### config.mk
export PLATFORM = sky130hd
export DESIGN_NAME = pl_led_pwm_flat
export DESIGN_NICKNAME = d
export VERILOG_FILES = /design/src/rtl/pl_led_pwm_if.sv /design/src/rtl/pl_led_pwm.sv /design/src/flat_wrapper.sv
export SDC_FILE = /design/constraint.sdc
export NUM_CORES = 1
export LEC_CHECK = 0
export BUFFER_PORTS_ARGS = -buffer_cell sky130_fd_sc_hd__buf_2
export CAP_MARGIN = 10
export CORE_MARGIN = 2
export CORE_UTILIZATION = 40
export CTS_BUF_LIST = sky130_fd_sc_hd__clkbuf_8
export DETAILED_ROUTE_END_ITERATION = 10
export PLACE_DENSITY = 0.59
export SLEW_MARGIN = 5
export SYNTH_ARGS = -nofsm -noshare
export SYNTH_HDL_FRONTEND = slang
export SYNTH_SLANG_ARGS = --single-unit
### constraint.sdc
create_clock -name i_clk0 -period 4.6 [get_ports i_clk0]
set_clock_uncertainty 0.15 [all_clocks]
set_input_delay 0.69 -clock i_clk0 [delete_from_list [all_inputs] [get_ports i_clk0]]
set_output_delay 0.69 -clock i_clk0 [all_outputs]
set_load 0.01 [all_outputs]
### src/rtl/pl_led_pwm_if.sv
// Configuration/LED bundle between the GP0 register word and pl_led_pwm.
// The master drives the config word and strobe; the slave (pl_led_pwm) drives the LED status.
interface pl_led_pwm_if;
  logic [31:0] i_cfg;
  logic        i_cfg_valid;
  logic [7:0]  o_led;
  logic        o_pending;
  logic        o_period;

  modport master (
    output i_cfg,
    output i_cfg_valid,
    input  o_led,
    input  o_pending,
    input  o_period
  );

  modport slave (
    input  i_cfg,
    input  i_cfg_valid,
    output o_led,
    output o_pending,
    output o_period
  );
endinterface

### src/rtl/pl_led_pwm.sv
// Glitch-free dimmable 8-bit LED PWM; new configs are staged and applied only on period boundaries.
// Blink support (field [19:16] and the blink counter) is built only when PL_LED_PWM_BLINK_EN is defined.
module pl_led_pwm #(
  parameter int unsigned PWM_PRESCALE = 16
) (
  input logic         i_clk0,
  input logic         i_rst,
  pl_led_pwm_if.slave bus
);

  typedef struct packed {
    logic       invert;
    logic [3:0] blink;
    logic [7:0] duty;
    logic [7:0] mask;
  } cfg_t;

  typedef enum logic [0:0] {StIdle, StPending} state_e;

  localparam logic [15:0] PsLast = 16'(PWM_PRESCALE - 1);
  localparam logic [7:0]  PcLast = 8'd254;

  logic [15:0] ps_q, ps_d;
  logic [7:0]  pc_q, pc_d;
  logic        step, boundary;

  state_e      state_q, state_d;
  cfg_t        act_q, act_d;
  cfg_t        pend_q, pend_d;
  cfg_t        cfg_in;

  logic        on, blink_ok;
  logic [7:0]  led_q, led_d;
  logic        period_q;

  assign cfg_in = cfg_t'(bus.i_cfg[20:0]);

  // Counters: prescaler, then a 255-step PWM counter (pc never reaches 255).
  assign step     = (ps_q == PsLast);
  assign boundary = step && (pc_q == PcLast);

  always_comb begin
    ps_d = step ? 16'd0 : ps_q + 16'd1;
    pc_d = pc_q;
    if (boundary) begin
      pc_d = 8'd0;
    end else if (step) begin
      pc_d = pc_q + 8'd1;
    end
  end

  // Staging FSM: a write landing on a boundary bypasses the pending register.
  always_comb begin
    state_d = state_q;
    act_d   = act_q;
    pend_d  = pend_q;
    unique case (state_q)
      StIdle: begin
        if (bus.i_cfg_valid) begin
          if (boundary) begin
            act_d = cfg_in;
          end else begin
            pend_d  = cfg_in;
            state_d = StPending;
          end
        end
      end
      StPending: begin
        if (boundary) begin
          act_d   = bus.i_cfg_valid ? cfg_in : pend_q;
          state_d = StIdle;
        end else if (bus.i_cfg_valid) begin
          pend_d = cfg_in;
        end
      end
    endcase
  end

`ifdef PL_LED_PWM_BLINK_EN
  logic [15:0] bc_q;

  always_ff @(posedge i_clk0) begin
    if (!i_rst) begin
      bc_q <= 16'd0;
    end else if (boundary) begin
      bc_q <= bc_q + 16'd1;
    end
  end

  // Blink period doubles with each step of B; LEDs are dark while the selected bit is set.
  assign blink_ok = (act_q.blink == 4'd0) ? 1'b1 : ~bc_q[act_q.blink - 4'd1];

  logic unused_cfg;
  assign unused_cfg = ^bus.i_cfg[31:21];
`else
  assign blink_ok = 1'b1;

  logic unused_cfg;
  assign unused_cfg = ^{bus.i_cfg[31:21], act_q.blink};
`endif

  assign on    = (pc_q < act_q.duty);
  assign led_d = (act_q.mask & {8{on & blink_ok}}) ^ {8{act_q.invert}};

  always_ff @(posedge i_clk0) begin
    if (!i_rst) begin
      ps_q     <= 16'd0;
      pc_q     <= 8'd0;
      state_q  <= StIdle;
      act_q    <= '0;
      pend_q   <= '0;
      led_q    <= 8'd0;
      period_q <= 1'b0;
    end else begin
      ps_q     <= ps_d;
      pc_q     <= pc_d;
      state_q  <= state_d;
      act_q    <= act_d;
      pend_q   <= pend_d;
      led_q    <= led_d;
      period_q <= boundary;
    end
  end

  assign bus.o_led     = led_q;
  assign bus.o_pending = (state_q == StPending);
  assign bus.o_period  = period_q;

endmodule

### src/flat_wrapper.sv
// flat-port wrapper written by rule: the top's interface ports become plain ports
module pl_led_pwm_flat 
#(
  parameter int unsigned PWM_PRESCALE = 16
)
  (i_clk0, i_rst, bus_i_cfg, bus_i_cfg_valid, bus_o_led, bus_o_pending, bus_o_period);
  pl_led_pwm_if bus_i ();
  input logic i_clk0;
  input logic i_rst;
  input wire logic [$bits(bus_i.i_cfg)-1:0] bus_i_cfg;
  input wire logic [$bits(bus_i.i_cfg_valid)-1:0] bus_i_cfg_valid;
  output wire logic [$bits(bus_i.o_led)-1:0] bus_o_led;
  output wire logic [$bits(bus_i.o_pending)-1:0] bus_o_pending;
  output wire logic [$bits(bus_i.o_period)-1:0] bus_o_period;
  assign bus_i.i_cfg = bus_i_cfg;
  assign bus_i.i_cfg_valid = bus_i_cfg_valid;
  assign bus_o_led = bus_i.o_led;
  assign bus_o_pending = bus_i.o_pending;
  assign bus_o_period = bus_i.o_period;
  pl_led_pwm #(.PWM_PRESCALE(PWM_PRESCALE)) u_core (.i_clk0(i_clk0), .i_rst(i_rst), .bus(bus_i));
endmodule
==> qor.csv <==
stage;metric;value;unit
floorplanning;# IOs;45;
hold_path;min-delay src;u_core.ps_q[0]$_SDFF_PP0_;
route;routed vias/inst;5.00;
sta;Slew Limit Fails;0;
route;DR pass1 iterations;4;
status;status;finished clean;
synth;Synth top area share;41.1;%
global_routing;Overflow after GRT;0;
hold_path;Hold Crit Endpoint;u_core.ps_q[0]$_SDFF_PP0_;
critical_path;crit path kind;reg2reg;
final_layout;design area;3730;µm²
critical_path;CP most frequent cell;or4_1;
synth;YS warnings;0;
clocking;worst-skew pair later-pin latency;0.35;ns
power_and_ir_drop;VDD IR max;135;µV
floorplanning;Die Span Y;95.0;µm
final_layout;final net count;430;
run;max-cap viol count;0;
clocking;TritonCTS clock tree;built;
critical_path;critical path data required time;4.73;ns
critical_path;R2R depth;4;
clocking;cts hold-fix bufs;0;
critical_path;worst r2r src;u_core.ps_q[11]$_SDFF_PP0_;
critical_path;critical path arrival;2.69;ns
critical_path;R2R Path End;u_core.pc_q[6]$_SDFFE_PP0P_;
sta;period utilization;55.5;%
synth;Primary FF master, synth;dfxtp_1;
final_layout;layout overhead on the synthesized area;12.6;%
synth;Mapped Avg Cell Area;9.08;µm²
sta;Max transition margin;38.8;%
critical_path;Worst Setup End Kind;flip-flop;
critical_path;CP cell instances;or4_1 > or4_1 > or4_1 > a21boi_1;
hold_path;hold depth;1;
floorplanning;Die Span X;95.0;µm
synth;count of cell types in the netlist;46;
synth;largest cells by area after synthesis;dfxtp_1, mux2i_1, nand2_1;
sta;Least-Margin Pin Slew;0.918;ns
power_and_ir_drop;Power Density;320;nW/µm²
route;Routed WL;6330;µm
placement;number of buffers added on ports;29;
placement;Cell Area, Placed;3520;µm²
synth;most common cell in the netlist;nand2_1;
clocking;H-tree Lvls;3;
global_routing;largest net degree at the start of global routing;45;
critical_path;r2r setup slk;2.05;ns
sta;final hold violation count;0;
clocking;total CTS buffers;9;
final_layout;Ant. Diodes;0;
floorplanning;area of the die;9030;µm²
sta;Fin Setup TNS;0;ns
global_routing;vias in the first global route;2326;
sta;Max Fclk;0.391;GHz
synth;Commonest cells post-synth;nand2_1, dfxtp_1, mux2i_1;
final_layout;area of the multi-input gates;1790;µm²
power_and_ir_drop;leakage power;1.62;nW
clocking;post-CTS setup buffer count;0;
floorplanning;CORE AREA;8130;µm²
clocking;clock slew at reported path FFs;0.07;ns
synth;Syn Nets;410;
hold_path;Hold Crit Class;reg2reg;
sta;Final Setup Violations;0;
critical_path;slowest CP cell;or4_1;
route;Initial DRC Count;89;
global_routing;first-pass GRT wire length;11000;µm
synth;Seq/Total Area, Yosys;41.1;%
critical_path;CP Buf/Inv Count;0;
sta;RSZ-0062 raised after global routing;no;
floorplanning;Rows;33;
critical_path;Worst Setup Start Kind;flip-flop;
final_layout;Reg area;1360;µm²
placement;dpl hpwl;4320;µm
sta;Setup WS post-layout;2.05;ns
global_routing;gr usage total;15.7;%
route;via count;2477;
sta;minimum clock period;2.55;ns
clocking;clk root buf;clkbuf_8;
route;Residual DRC;0;
synth;Mapped Area;3320;µm²
placement;routability cong.;0.751;
final_layout;fillers;795;
synth;Yosys reg bits;68;
synth;number of synthesized flops with an enable pin;0;
critical_path;CP top delay family;simple AND/OR/NAND/NOR gates;
clocking;sinks on the clock net;68;
critical_path;Worst path depth;4;
route;WL per Instance;12.8;µm
global_routing;initial antenna violation count;0;
route;number of routed nets with antenna violations;0;
floorplanning;initial core utilization;40.8;%
clocking;post_cts resized;0;
final_layout;layout cells sized above 1;19.0;%
clocking;Max Root-Sink Buffers;2;
synth;post-synth top area cell;dfxtp_1;
critical_path;max incr delay on CP;0.68;ns
synth;ys async rst share;0;%
critical_path;largest fanout on the critical path;6;
synth;Syn Inst Count;365;
placement;Setup WS pre-CTS;2.06;ns
-- power breakdown --
part           internal (W)  switching (W)  total [W]
logic             0.0000339      0.0000390  0.0000729
registers          0.000600     0.00000661   0.000607
clock network      0.000281       0.000233   0.000513
-- how the worst max path moves through the flow --
stage	slack, ns	end	start
after global placement	2.10	u_core.pc_q[6]$_SDFFE_PP0P_	u_core.ps_q[11]$_SDFF_PP0_
after global routing	1.87	u_core.act_q[9]$_SDFFE_PN0P_	u_core.ps_q[11]$_SDFF_PP0_
after CTS	2.06	u_core.pc_q[6]$_SDFFE_PP0P_	u_core.ps_q[11]$_SDFF_PP0_
after floorplan	2.21	u_core.pc_q[6]$_SDFFE_PP0P_	u_core.ps_q[11]$_SDFF_PP0_
final	2.05	u_core.pc_q[6]$_SDFFE_PP0P_	u_core.ps_q[11]$_SDFF_PP0_
after detailed placement	2.06	u_core.pc_q[6]$_SDFFE_PP0P_	u_core.ps_q[11]$_SDFF_PP0_
-- flip-flops by register name (all words and copies together), names as in the netlist --
| register | count |
|---|---|
| u_core.act_q | 17 |
| u_core.bus.o_led | 8 |
| u_core.bus.o_pending | 1 |
| u_core.bus.o_period | 1 |
| u_core.pc_q | 8 |
| u_core.pend_q | 17 |
| u_core.ps_q | 16 |
-- cell families after synthesis --
logic type               count (synthesis)  share of synthesized area [%]
buffers and inverters                   42                           5.43
AO/OA/AOI/OAI                           37                           8.34
XOR/XNOR                                13                           3.43
multiplexers                            60                           18.8
adder cells (fa/ha/maj)                 10                           3.77
AND/OR/NAND/NOR                        135                           19.2
flip-flops                              68                           41.1
-- stage by stage --
stage	power, W	std cells	utilization, %	hold slack [ns]
floorplan	0.000673	365	-	0.264
global placement	0.000692	479	43.3	0.276
detailed placement	0.000695	479	43.3	0.285
CTS	0.00121	495	45.9	0.295
global route	0.00124	495	45.9	0.316
finish	0.00119	495	45.9	0.292
-- routing by layer --
layer	vias up	GRT usage, %	wire [µm]
met4	0	8.09	123
met3	10	3.16	226
met5	-	0	0
met2	37	21.9	2600
li1	1304	-	-
met1	1126	22.8	3380
-- cell usage in the layout (no fill, tap or decap), types with 6 or more instances in the layout --
| cell type | count |
|---|---|
| nand2_1 | 77 |
| inv_1 | 18 |
| mux2_2 | 17 |
| nor2_1 | 14 |
| nand3_1 | 6 |
| nand4_1 | 7 |
| dfxtp_1 | 68 |
| buf_2 | 29 |
| xor2_1 | 12 |
| mux2i_1 | 43 |
| a311oi_1 | 8 |
| ha_1 | 10 |
| clkbuf_8 | 11 |
| or4_1 | 6 |
-- layout make-up --
| cell class | count | share of cell area, % |
|---|---|---|
| well taps | 105 | 3.52 |
| clock inverters | 5 | 1.61 |
| repair buffers | 33 | 4.69 |
| inverters | 18 | 1.81 |
| multi-input cells | 255 | 47.8 |
| clock buffers | 11 | 4.06 |
| flip-flops and latches | 68 | 36.5 |
Power figures use the tool's default switching activity.
